$ cat config.mk
export PLATFORM = sky130hd
export DESIGN_NAME = camera_frame_writer
export DESIGN_NICKNAME = d
export VERILOG_FILES = /design/src/rtl/camera_pkg.sv /design/src/rtl/pixel_decimator.sv /design/src/rtl/camera_frame_writer.sv
export SDC_FILE = /design/constraint.sdc
export NUM_CORES = 1
export LEC_CHECK = 0
export CORE_ASPECT_RATIO = 0.9
export CORE_UTILIZATION = 47
export DETAILED_ROUTE_END_ITERATION = 16
export PLACE_DENSITY_LB_ADDON = 0.3
export REMOVE_ABC_BUFFERS = 1
export SLEW_MARGIN = 20
export SYNTH_ARGS = -nofsm -noshare
export SYNTH_HDL_FRONTEND = slang
export SYNTH_SLANG_ARGS = --single-unit
$ cat constraint.sdc
create_clock -name clk -period 4 [get_ports clk]
set_input_delay 0.6 -clock clk [delete_from_list [all_inputs] [get_ports clk]]
set_output_delay 0.6 -clock clk [all_outputs]
set_load 0.02 [all_outputs]
$ cat src/rtl/camera_pkg.sv
// Shared types and helpers for the camera frame writer: FSM encoding,
// lane count and frame capacity.
package camera_pkg;

  typedef enum logic [1:0] {
    IDLE    = 2'd0,
    CAPTURE = 2'd1,
    SWAP    = 2'd2
  } cam_state_t;

  function automatic int unsigned lane_count(input int unsigned in_w, input int unsigned pix_w);
    return in_w / pix_w;
  endfunction

  // Decimation keeps one pixel in four, so capacity drops by 4.
  function automatic int unsigned frame_cap(input int unsigned h_res, input int unsigned v_res,
                                            input logic decim);
    return decim ? (h_res * v_res) / 4 : h_res * v_res;
  endfunction

endpackage

$ cat src/rtl/pixel_decimator.sv
// Column/row position tracker for the incoming pixel stream; flags pixels
// that survive 2x2 decimation (even column of an even row).
module pixel_decimator #(
  parameter int unsigned H_RES = 640,
  parameter int unsigned V_RES = 480
) (
  input  logic clk,
  input  logic reset,
  input  logic i_clear,
  input  logic i_step,
  input  logic i_decim,
  output logic o_keep_c
);

  localparam int unsigned COL_W = (H_RES > 1) ? $clog2(H_RES) : 1;
  localparam int unsigned ROW_W = (V_RES > 1) ? $clog2(V_RES) : 1;

  logic [COL_W-1:0] r_col;
  logic [ROW_W-1:0] r_row;

  // Row saturates on the last line so overflow pixels keep a stable row parity.
  always_ff @(posedge clk) begin
    if (reset || i_clear) begin
      r_col <= '0;
      r_row <= '0;
    end else if (i_step) begin
      if (r_col == COL_W'(H_RES - 1)) begin
        r_col <= '0;
        if (r_row != ROW_W'(V_RES - 1)) r_row <= r_row + ROW_W'(1);
      end else begin
        r_col <= r_col + COL_W'(1);
      end
    end
  end

  assign o_keep_c = !i_decim || (!r_col[0] && !r_row[0]);

endmodule

$ cat src/rtl/camera_frame_writer.sv
// Writes the selected byte lane of the camera pixel stream into one bank of a
// double-buffered frame BRAM; banks swap at frame end.
module camera_frame_writer
  import camera_pkg::*;
#(
  parameter int unsigned IN_W   = 32,
  parameter int unsigned PIX_W  = 8,
  parameter int unsigned H_RES  = 640,
  parameter int unsigned V_RES  = 480,
  parameter int unsigned ADDR_W = 20,
  localparam int unsigned LANES  = lane_count(IN_W, PIX_W),
  localparam int unsigned LANE_W = (LANES > 1) ? $clog2(LANES) : 1
) (
  input  logic              clk,
  input  logic              reset,
  input  logic              frame_start,
  input  logic              pixel_valid,
  input  logic [IN_W-1:0]   data_in,
  input  logic              frame_done,
  input  logic [LANE_W-1:0] lane_sel,
  input  logic              decim,
  output logic [ADDR_W-1:0] addr,
  output logic              we,
  output logic [PIX_W-1:0]  pixel_out,
  output logic              rd_bank,
  output logic              frame_ready,
  output logic              overflow,
  output logic              short_frame
);

  // One extra index bit so a full frame (index == capacity) is representable.
  localparam int unsigned IDX_W = ADDR_W;
  localparam logic [IDX_W-1:0] CAP_FULL = IDX_W'(frame_cap(H_RES, V_RES, 1'b0));
  localparam logic [IDX_W-1:0] CAP_DEC  = IDX_W'(frame_cap(H_RES, V_RES, 1'b1));

  cam_state_t        r_state, w_state_nxt;
  logic [LANE_W-1:0] r_lane;
  logic              r_decim;
  logic              r_bank;
  logic [IDX_W-1:0]  r_index;

  logic              w_start, w_done, w_pv, w_keep_c, w_accept, w_write, w_short;
  logic [IDX_W-1:0]  w_cap, w_idx_eff;
  logic [PIX_W-1:0]  w_pix;

  pixel_decimator #(
    .H_RES (H_RES),
    .V_RES (V_RES)
  ) u_decim (
    .clk      (clk),
    .reset    (reset),
    .i_clear  (w_start),
    .i_step   (w_pv),
    .i_decim  (r_decim),
    .o_keep_c (w_keep_c)
  );

  always_ff @(posedge clk) begin
    if (reset) r_state <= IDLE;
    else       r_state <= w_state_nxt;
  end

  // frame_done outranks frame_start; a pixel alongside frame_done still counts.
  always_comb begin
    w_state_nxt = r_state;
    w_start     = 1'b0;
    w_done      = 1'b0;
    w_pv        = 1'b0;
    case (r_state)
      IDLE: begin
        if (frame_start) begin
          w_state_nxt = CAPTURE;
          w_start     = 1'b1;
        end
      end
      CAPTURE: begin
        if (frame_done) begin
          w_state_nxt = SWAP;
          w_done      = 1'b1;
          w_pv        = pixel_valid;
        end else if (frame_start) begin
          w_start = 1'b1;
        end else begin
          w_pv = pixel_valid;
        end
      end
      SWAP:    w_state_nxt = IDLE;
      default: w_state_nxt = IDLE;
    endcase
  end

  assign w_cap     = r_decim ? CAP_DEC : CAP_FULL;
  assign w_accept  = w_pv && w_keep_c;
  assign w_write   = w_accept && (r_index < w_cap);
  assign w_idx_eff = r_index + IDX_W'(w_write);
  assign w_short   = w_done && (w_idx_eff < w_cap);
  assign w_pix     = PIX_W'(data_in >> (32'(r_lane) * PIX_W));

  // The final write of a frame lands in the SWAP cycle using the old bank.
  always_ff @(posedge clk) begin
    if (reset) begin
      addr        <= '0;
      we          <= 1'b0;
      pixel_out   <= '0;
      rd_bank     <= 1'b1;
      frame_ready <= 1'b0;
      overflow    <= 1'b0;
      short_frame <= 1'b0;
      r_lane      <= '0;
      r_decim     <= 1'b0;
      r_bank      <= 1'b0;
      r_index     <= '0;
    end else begin
      we          <= w_write;
      frame_ready <= w_done;
      if (w_write) begin
        addr      <= {r_bank, r_index[ADDR_W-2:0]};
        pixel_out <= w_pix;
        r_index   <= r_index + IDX_W'(1);
      end
      if (w_accept && !w_write) overflow <= 1'b1;
      if (w_start) begin
        r_lane      <= lane_sel;
        r_decim     <= decim;
        r_index     <= '0;
        overflow    <= 1'b0;
        short_frame <= 1'b0;
      end
      if (w_done) begin
        r_bank  <= ~r_bank;
        rd_bank <= ~rd_bank;
        if (w_short) short_frame <= 1'b1;
      end
      if (r_state == SWAP) addr <= {r_bank, (ADDR_W-1)'(0)};
    end
  end

endmodule
# Word level (Yosys, flattened, before mapping)
# Cells that the tools add are included.
# classes
addsub	4
multipliers	0
div_mod_pow	0
n_lt_le_gt_ge	2
eq_ne	6
shift	1
muxes	18
bitwise	2
n_reduce_logical	17
# op_table
op	n
$lt A20 B19 Y1	2
$mux W20	2
$shr A32 B5 Y8	1
$add A20 B1 Y20	1
$add A20 B1 Y20 const B	1
$mux W19	1
$add A10 B1 Y10 const B	1
$eq A10 B10 Y1 const B	1
$mux W1	10
$mux W10	1
$add A9 B1 Y9 const B	1
$ne A9 B9 Y1 const B	1
$logic_and A1 B1 Y1	5
$logic_not A1 Y1	4
$mux W2	2
$ne A2 B2 Y1 const B	2
$pmux W2 S2	1
$reduce_or A2 Y1	2
$reduce_and A3 Y1	1
$eq A2 B1 Y1 const B	1
$eq A2 B2 Y1 const B	1
$logic_not A2 Y1	1
$logic_or A1 B1 Y1	2
$not A1 Y1	2
other kinds (3)	3
# totals
register_bits	78
latch_bits	0
ram_bits	0
mem_bits_ro	0
out_inout_bits	33
elab_cells	65
memories	0

# Logic depth before layout (Yosys ltp)
# Gate-level depths: netlist (run 1).
# depth
depth_word	10
mapped_depth	15
mapped_depth_nobuf	14

# Cells and area by module
# A second synthesis (run 1) with hierarchy kept.
# unflattened
cells_unflattened	424
area_unflattened_um2	3772.4
# by_module_without_submodules
module	instances	cells_per_inst	area_per_inst_um2	seq_area_each_um2
camera_frame_writer	1	324	2852.7	1181.1
pixel_decimator	1	100	919.6	380.4

# Worst setup path before layout (run 1)
# No wires, ideal clock.
# synth_timing
kind	register to register
startpoint	register r_decim
endpoint	register short_frame
arrival_ps	3182
required_time_ps	3922
slack_ps	740
path_stages_with_launch	14
path_buffers	1
cell_sequence	dfxtp_1 > inv_1 > ha_1 > nand4bb_1 > nor2_1 > a21o_1 > buf_4 > or3_1 > nor2b_1 > xor2_1 > ha_1 > or4b_1 > or3_1 > a32oi_1
# synth_via
elab_chain_cells	9
# synth_lines
item	line_no	text
start, declared	camera_frame_writer.sv:38	logic r_decim;
start signal, assigned	camera_frame_writer.sv:124	r_decim <= decim;
parallel branches: the longest is 5 deep, another holds $lt A20 B19 Y1	-	
$lt A20 B19 Y1 *	camera_frame_writer.sv:96	assign w_short = w_done && (w_idx_eff < w_cap);
$logic_and A1 B1 Y1 *	camera_frame_writer.sv:96	
$mux W1 *	camera_frame_writer.sv:132	if (w_short) short_frame <= 1'b1;
$mux W1 *	camera_frame_writer.sv:129	if (w_done) begin
end signal, assigned	camera_frame_writer.sv:108	short_frame <= 1'b0;
end signal, assigned	camera_frame_writer.sv:127	short_frame <= 1'b0;
end signal, assigned	camera_frame_writer.sv:132	
end, declared	camera_frame_writer.sv:28	output logic short_frame
# Mark *: on every way between the ends.
# A chain may end at the register's enable or synchronous reset.

# Final worst setup path (run 1)
# Ends and elaborated chain as after synthesis.

==> impl_metrics.py, run 1 <==
metrics = {
    "floorplanning": {
        "io-pin-count": 73,
        "row_count": 30,
        "die_x_um": 95.87,
        "dieArea_um2": 8291,
        "fp.coreArea_um2": 7620,
        "die_h_um": 86.49,
        "start_util": 0.4892,
    },
    "setup_path": {
        "reg2reg_from": "r_decim",
        "critical_path_arrival_ns": 3.66,
        "reg2regPathDepth": 14,
        "r2r_setup_slack_ns": 0.55,
        "start_kind": "flop",
        "end_kind": "flop",
        "crit_required_ns": 4.22,
        "crit_type": "reg -> reg",
        "crit_fanout": 6,
        "reg2reg_to": "short_frame",
    },
    "timing": {
        "final.period_utilization": 0.8615,
        "hold_viol": 0,
        "finalSetupTns_ns": 0,
        "setup_viol": 0,
        "hold_ws_ns": 0.4457,
        "slew_violations": 0,
        "relSlewSlack": 0.5650,
        "worst_slew_pin_slew_ns": 0.6526,
        "finClkSkew_ns": 0.01109,
        "fmax_ghz": 0.2902,
        "fin_crit_ns": 3.446,
        "layout_setup_ws_ns": 0.5542,
        "rsz0062_at_grt": "no",
    },
    "layout": {
        "nFillCells": 682,
        "nNetsFinal": 548,
        "antenna_cells": 0,
        "instances_no_fill": 596,
        "area_growth_pct": 26.18,
        "multi_input_area_um2": 2049,
        "drive_gt1_frac": 0.06400,
        "ff_latch_area_um2": 1562,
    },
    "logic_synthesis": {
        "synth_edf_count": 0,
        "ys_ff_latch": 78,
        "synthCells": 428,
        "synth_common_cells": "dfxtp_1 (78), nand2_1 (76), nor2_1 (50)",
        "yosysWarnings": 0,
        "synth.area.top_cells": "dfxtp_1 (42%), nand2_1 (7.7%), nor2_1 (5.0%), xor2_1 (4.9%), mux4_2 (4.8%)",
        "yosys.area.top_type": "dfxtp_1",
        "synthMostInstantiatedCell": "dfxtp_1",
        "synthDistinctLibCells": 46,
        "synth_flop_cell": "dfxtp_1",
        "synth_top_area_frac": 0.4189,
        "synthesis.area_um2": 3727,
        "ys_seq_area_frac": 0.4189,
        "synthArstFlopShare": 0,
        "synth_area_per_cell_um2": 8.709,
    },
    "drt": {
        "vias": 3184,
        "drt_iter0_markers": 131,
        "wl_per_cell_um": 13.72,
        "routed_via_density": 5.342,
        "drtAntennaViolNets": 0,
        "totalWireLength_um": 8180,
        "firstDrtPassIters": 4,
        "drc": 0,
    },
    "clock_tree": {
        "postCtsSetupBuffers": 0,
        "ctsHoldBuffers": 0,
        "cts_resized": 0,
        "clockBufferDepth": 2,
        "clk_pin_slew_worst_paths_ns": 0.08,
        "clock-sinks": 78,
        "clockRootBuffer": "clkbuf_8",
        "h-tree-depth": 3,
        "cts_tree": "built",
        "insertion_delay_ns": 0.34,
        "cts-buffers-inserted": 9,
    },
    "placed_design": {
        "portBuffers": 72,
        "dp_cells": 580,
        "pre_cts_ws_ns": 0.3272,
        "gp_congestion": 0.8367,
        "post-dp-hpwl_um": 6046,
    },
    "job": {
        "cap_violations": 0,
    },
    "hold_path": {
        "hold_path_startpoint": "overflow",
        "min_to": "overflow",
        "min_path_cells": 2,
        "worstHoldPathType": "reg -> reg",
    },
    "pwr": {
        "finalPower_uw": 1510,
        "peakVddDrop_mv": 0.1798,
        "power.density_nw_per_um2": 321.0,
        "leakagePower_uw": 0.001672,
    },
    "global_route": {
        "grt_max_degree": 34,
        "grt.overflow.total": 0,
        "antenna_found_initial": 0,
        "grt_first_pass_wirelength_um": 13900,
        "grt_use_total": 0.2190,
        "grt_pass1_vias": 2996,
    },
    "status": {
        "status": "complete, no violations",
    },
}
[stage by stage]
stage / util / cell area, µm²
finish: 0.6172 / 4703
global route: 0.6172 / 4703
global placement: 0.5921 / 4512
floorplan: - / 3633
CTS: 0.6172 / 4703
detailed placement: 0.5921 / 4512
[logic make-up (layout without fill, tap and decap cells)]
| logic type | count (synthesis) | in the layout | share of synthesized area |
|---|---|---|---|
| AO/OA/AOI/OAI | 51 | 51 | 0.07788 |
| XOR/XNOR | 39 | 39 | 0.09164 |
| adder cells (fa/ha/maj) | 13 | 13 | 0.04364 |
| buffers and inverters | 27 | 99 | 0.03122 |
| flip-flops | 78 | 78 | 0.4189 |
| multiplexers | 14 | 14 | 0.06445 |
| AND/OR/NAND/NOR | 206 | 206 | 0.2722 |
[final cells by class]
class	instances	area share
Clock buffer	11	0.02793
Clock inverter	5	0.01277
Inverter	6	0.004789
Multi-Input combinational cell	323	0.4358
Sequential cell	78	0.3320
Tap cell	96	0.02554
Timing Repair Buffer	77	0.1612
[how the worst max path moves through the flow]
stage	from	endpoint	slack, ns	cells after the start
2_1_floorplan	r_decim	short_frame	0.27	14
3_3_place_gp	pixel_valid	short_frame	0.44	11
3_5_place_dp	frame_start	short_frame	0.33	11
4_1_cts	r_decim	short_frame	0.58	12
5_1_grt	r_decim	short_frame	0.29	12
6_report	r_decim	short_frame	0.55	14
[metal layers]
layer,up-vias,global-route usage,part of all wire
met4,0,0.08684,0.011
li1,1618,-,-
met1,1470,0.2762,0.45
met2,90,0.3578,0.47
met3,6,0.05614,0.063
met5,-,0,0
[cell usage in the layout, fill, tap and decap left out, drive strengths merged, types with 7 or more instances in the layout]
| cell | instances |
|---|---|
| nor2 | 50 |
| nand4 | 12 |
| and3 | 7 |
| clkdlybuf4s50 | 72 |
| nor3 | 9 |
| nand2 | 76 |
| xor2 | 21 |
| mux4 | 8 |
| nor4 | 8 |
| ha | 13 |
| dfxtp | 78 |
| nand3 | 13 |
| clkbuf | 11 |
| xnor2 | 18 |
| a21oi | 35 |
[flip-flops by register name (all words and copies together), names as in the netlist]
signal and count:
addr 20, frame_ready 1, r_bank 1, r_lane 2, r_state 2, rd_bank 1
short_frame 1, overflow 1, r_decim 1, we 1, u_decim.r_col 10, r_index 20
u_decim.r_row 9, pixel_out 8
[critical path, stage by stage, from the launching register on]
cell and delay, ns:
dfxtp_1 0.50, inv_1 0.19, ha_1 0.33, nand4bb_1 0.14, nor2_1 0.08, a21oi_1 0.22
nand3_1 0.15, nor4_1 0.38, xor2_1 0.14, ha_1 0.31, inv_1 0.05, or4_1 0.53
nand3_1 0.11, a31o_1 0.10, a32oi_1 0.09
[power breakdown]
part           leakage [µW]  total (µW)  switching (µW)  internal, µW
Combinational      0.000949         145            65.5          79.7
Sequential         0.000630         800            13.1           787
Clock             0.0000935         565             275           290
Power figures use the tool's default switching activity.
==> run 2, diff against run 1 <==
--- a/config.mk
+++ b/config.mk
@@ -5,6 +5,7 @@
 export SDC_FILE = /design/constraint.sdc
 export NUM_CORES = 1
 export LEC_CHECK = 0
+export CAP_MARGIN = 25
 export CORE_ASPECT_RATIO = 0.9
 export CORE_UTILIZATION = 47
 export DETAILED_ROUTE_END_ITERATION = 16
==> results of run 2 <==
Final layout, timing and power as in run 1 (identical DEF).
==> run 3, diff against run 2 <==
==> constraint.sdc (replaced) <==
create_clock -name clk -period 4 [get_ports clk]
set_input_delay 0.4 -clock clk [delete_from_list [all_inputs] [get_ports clk]]
set_output_delay 0.4 -clock clk [all_outputs]
set_load 0.02 [all_outputs]
==> run 3 against run 2 <==
  * Critical path depth is 2 lower
  * Sequential power about the same
  * Clock power is 7.8% higher
  * Register-to-register slack barely moved
  * Global-route usage decreased by 0.12 points
  * Critical path type unchanged
  * Critical endpoint unchanged
==> impl_metrics.py, run 3 (synthesis gave the netlist of run 1 again) <==
metrics = {
    "clock_tree": {
        "postCtsSetupBuffers": 0,
        "cts-buffers-inserted": 9,
        "cts_tree": "built",
        "insertion_delay_ns": 0.35,
        "clk_pin_slew_worst_paths_ns": 0.08,
        "clockBufferDepth": 2,
        "ctsHoldBuffers": 0,
        "clockRootBuffer": "clkbuf_8",
        "clock-sinks": 78,
        "h-tree-depth": 3,
        "cts_resized": 0,
    },
    "placed_design": {
        "dp_cells": 579,
        "gp_congestion": 0.8732,
        "post-dp-hpwl_um": 6080,
        "portBuffers": 72,
    },
    "layout": {
        "nFillCells": 640,
        "instances_no_fill": 595,
        "multi_input_area_um2": 2049,
        "top_regs": "addr (20), r_index (20), u_decim.r_col (10)",
        "drive_gt1_frac": 0.06613,
        "final_common_cell": "dfxtp_1",
        "nNetsFinal": 547,
        "ff_latch_area_um2": 1562,
        "antenna_cells": 0,
        "area_growth_pct": 26.32,
        "final_cell_mix": "dfxtp_1 (78), nand2_1 (76), clkdlybuf4s50_1 (72)",
    },
    "floorplanning": {
        "dieArea_um2": 8291,
        "row_count": 30,
        "fp.coreArea_um2": 7620,
        "start_util": 0.4892,
        "die_h_um": 86.49,
        "die_x_um": 95.87,
        "io-pin-count": 73,
    },
    "timing": {
        "hold_viol": 0,
        "relSlewSlack": 0.5471,
        "setup_viol": 0,
        "fmax_ghz": 0.2896,
        "fin_crit_ns": 3.453,
        "slew_violations": 0,
        "worst_slew_pin_slew_ns": 0.6772,
        "final.period_utilization": 0.8631,
        "finalSetupTns_ns": 0,
        "rsz0062_at_grt": "no",
        "finClkSkew_ns": 0.01018,
    },
    "pwr": {
        "peakVddDrop_mv": 0.2241,
        "power.density_nw_per_um2": 329.5,
        "leakagePower_uw": 0.001676,
    },
    "drt": {
        "wl_per_cell_um": 13.74,
        "firstDrtPassIters": 4,
        "drt_iter0_markers": 140,
        "routed_via_density": 5.413,
        "totalWireLength_um": 8177,
        "drtAntennaViolNets": 0,
        "drc": 0,
        "vias": 3221,
    },
    "setup_path": {
        "crit_required_ns": 4.27,
        "crit_type": "reg -> reg",
        "crit_fanout": 10,
        "slowest_stage": "dfxtp_1",
        "critPathBufInv": 1,
        "max_stage_delay_ns": 0.53,
        "r2r_setup_slack_ns": 0.55,
        "path_cells": "inv_1 -> ha_1 -> nand4bb_1 -> nor2_1 -> a21o_1 -> or3_1 -> nor2b_1 -> xor2_1 -> ha_1 -> or4b_1 -> or3_1 -> a32oi_1",
        "end_kind": "flop",
        "cp_top_family": "simple AND/OR/NAND/NOR gates",
        "start_kind": "flop",
        "critical_path_arrival_ns": 3.72,
    },
    "global_route": {
        "grt_use_total": 0.2179,
        "grt.overflow.total": 0,
        "antenna_found_initial": 0,
        "grt_first_pass_wirelength_um": 13870,
        "grt_pass1_vias": 3120,
        "grt_max_degree": 34,
    },
    "hold_path": {
        "worstHoldPathType": "reg -> reg",
    },
    "status": {
        "status": "complete, no violations",
    },
    "job": {
        "cap_violations": 0,
    },
}
[run 3: cell types whose count changed in the layout (fill, tap and decap cells not counted)]
cell	delta
clkinv_4	-1
inv_8	+1
buf_4	-1
inv_6	+2
clkbuf_1	-2
[run 3: layer usage]
layer / routed length [µm] / track usage
met1: 3553 / 0.2639
met2: 3950 / 0.3636
met3: 640 / 0.07719
met4: 33 / 0.06377
met5: 0 / 0
[run 3: final timing paths]
check	depth (start not counted)	end	start
max	12	short_frame	r_decim
max reg2reg	12	short_frame	r_decim
min reg2reg	2	overflow	overflow
min	2	overflow	overflow
[run 3: through the flow]
step	power (µW)	setup slack, ns	hold slack [ns]	utilization	cell area [µm²]
2_1_floorplan	886.7	0.2684	0.4542	-	3633
3_3_place_gp	959.0	0.6374	0.4338	0.5911	4504
3_5_place_dp	962.5	0.4880	0.4403	0.5911	4504
4_1_cts	1566	0.5501	0.4520	0.6179	4708
5_1_grt	1615	0.2923	0.4786	0.6179	4708
6_report	1551	0.5475	0.4468	0.6179	4708
[run 3: cell type report]
| type | count | share of cell area |
|---|---|---|
| Tap cell | 96 | 0.02551 |
| Sequential cell | 78 | 0.3317 |
| Timing Repair Buffer | 76 | 0.1594 |
| Clock inverter | 7 | 0.01701 |
| Clock buffer | 9 | 0.02631 |
| Multi-Input combinational cell | 323 | 0.4353 |
| Inverter | 6 | 0.004783 |
[run 3: report_power, final]
group	internal, µW	switching [µW]	total (µW)
Combinational	79.0	64.1	143
Sequential	786	13.3	800
Clock	297	311	609
Total	1160	389	1550
[run 3: worst min-delay path: cells and delay by family, from the launching register on]
kind                   cells  cell delay, ns
buffers and inverters      1            0.04
AOI/OAI and AO/OA          1            0.05
DFF                        1            0.31
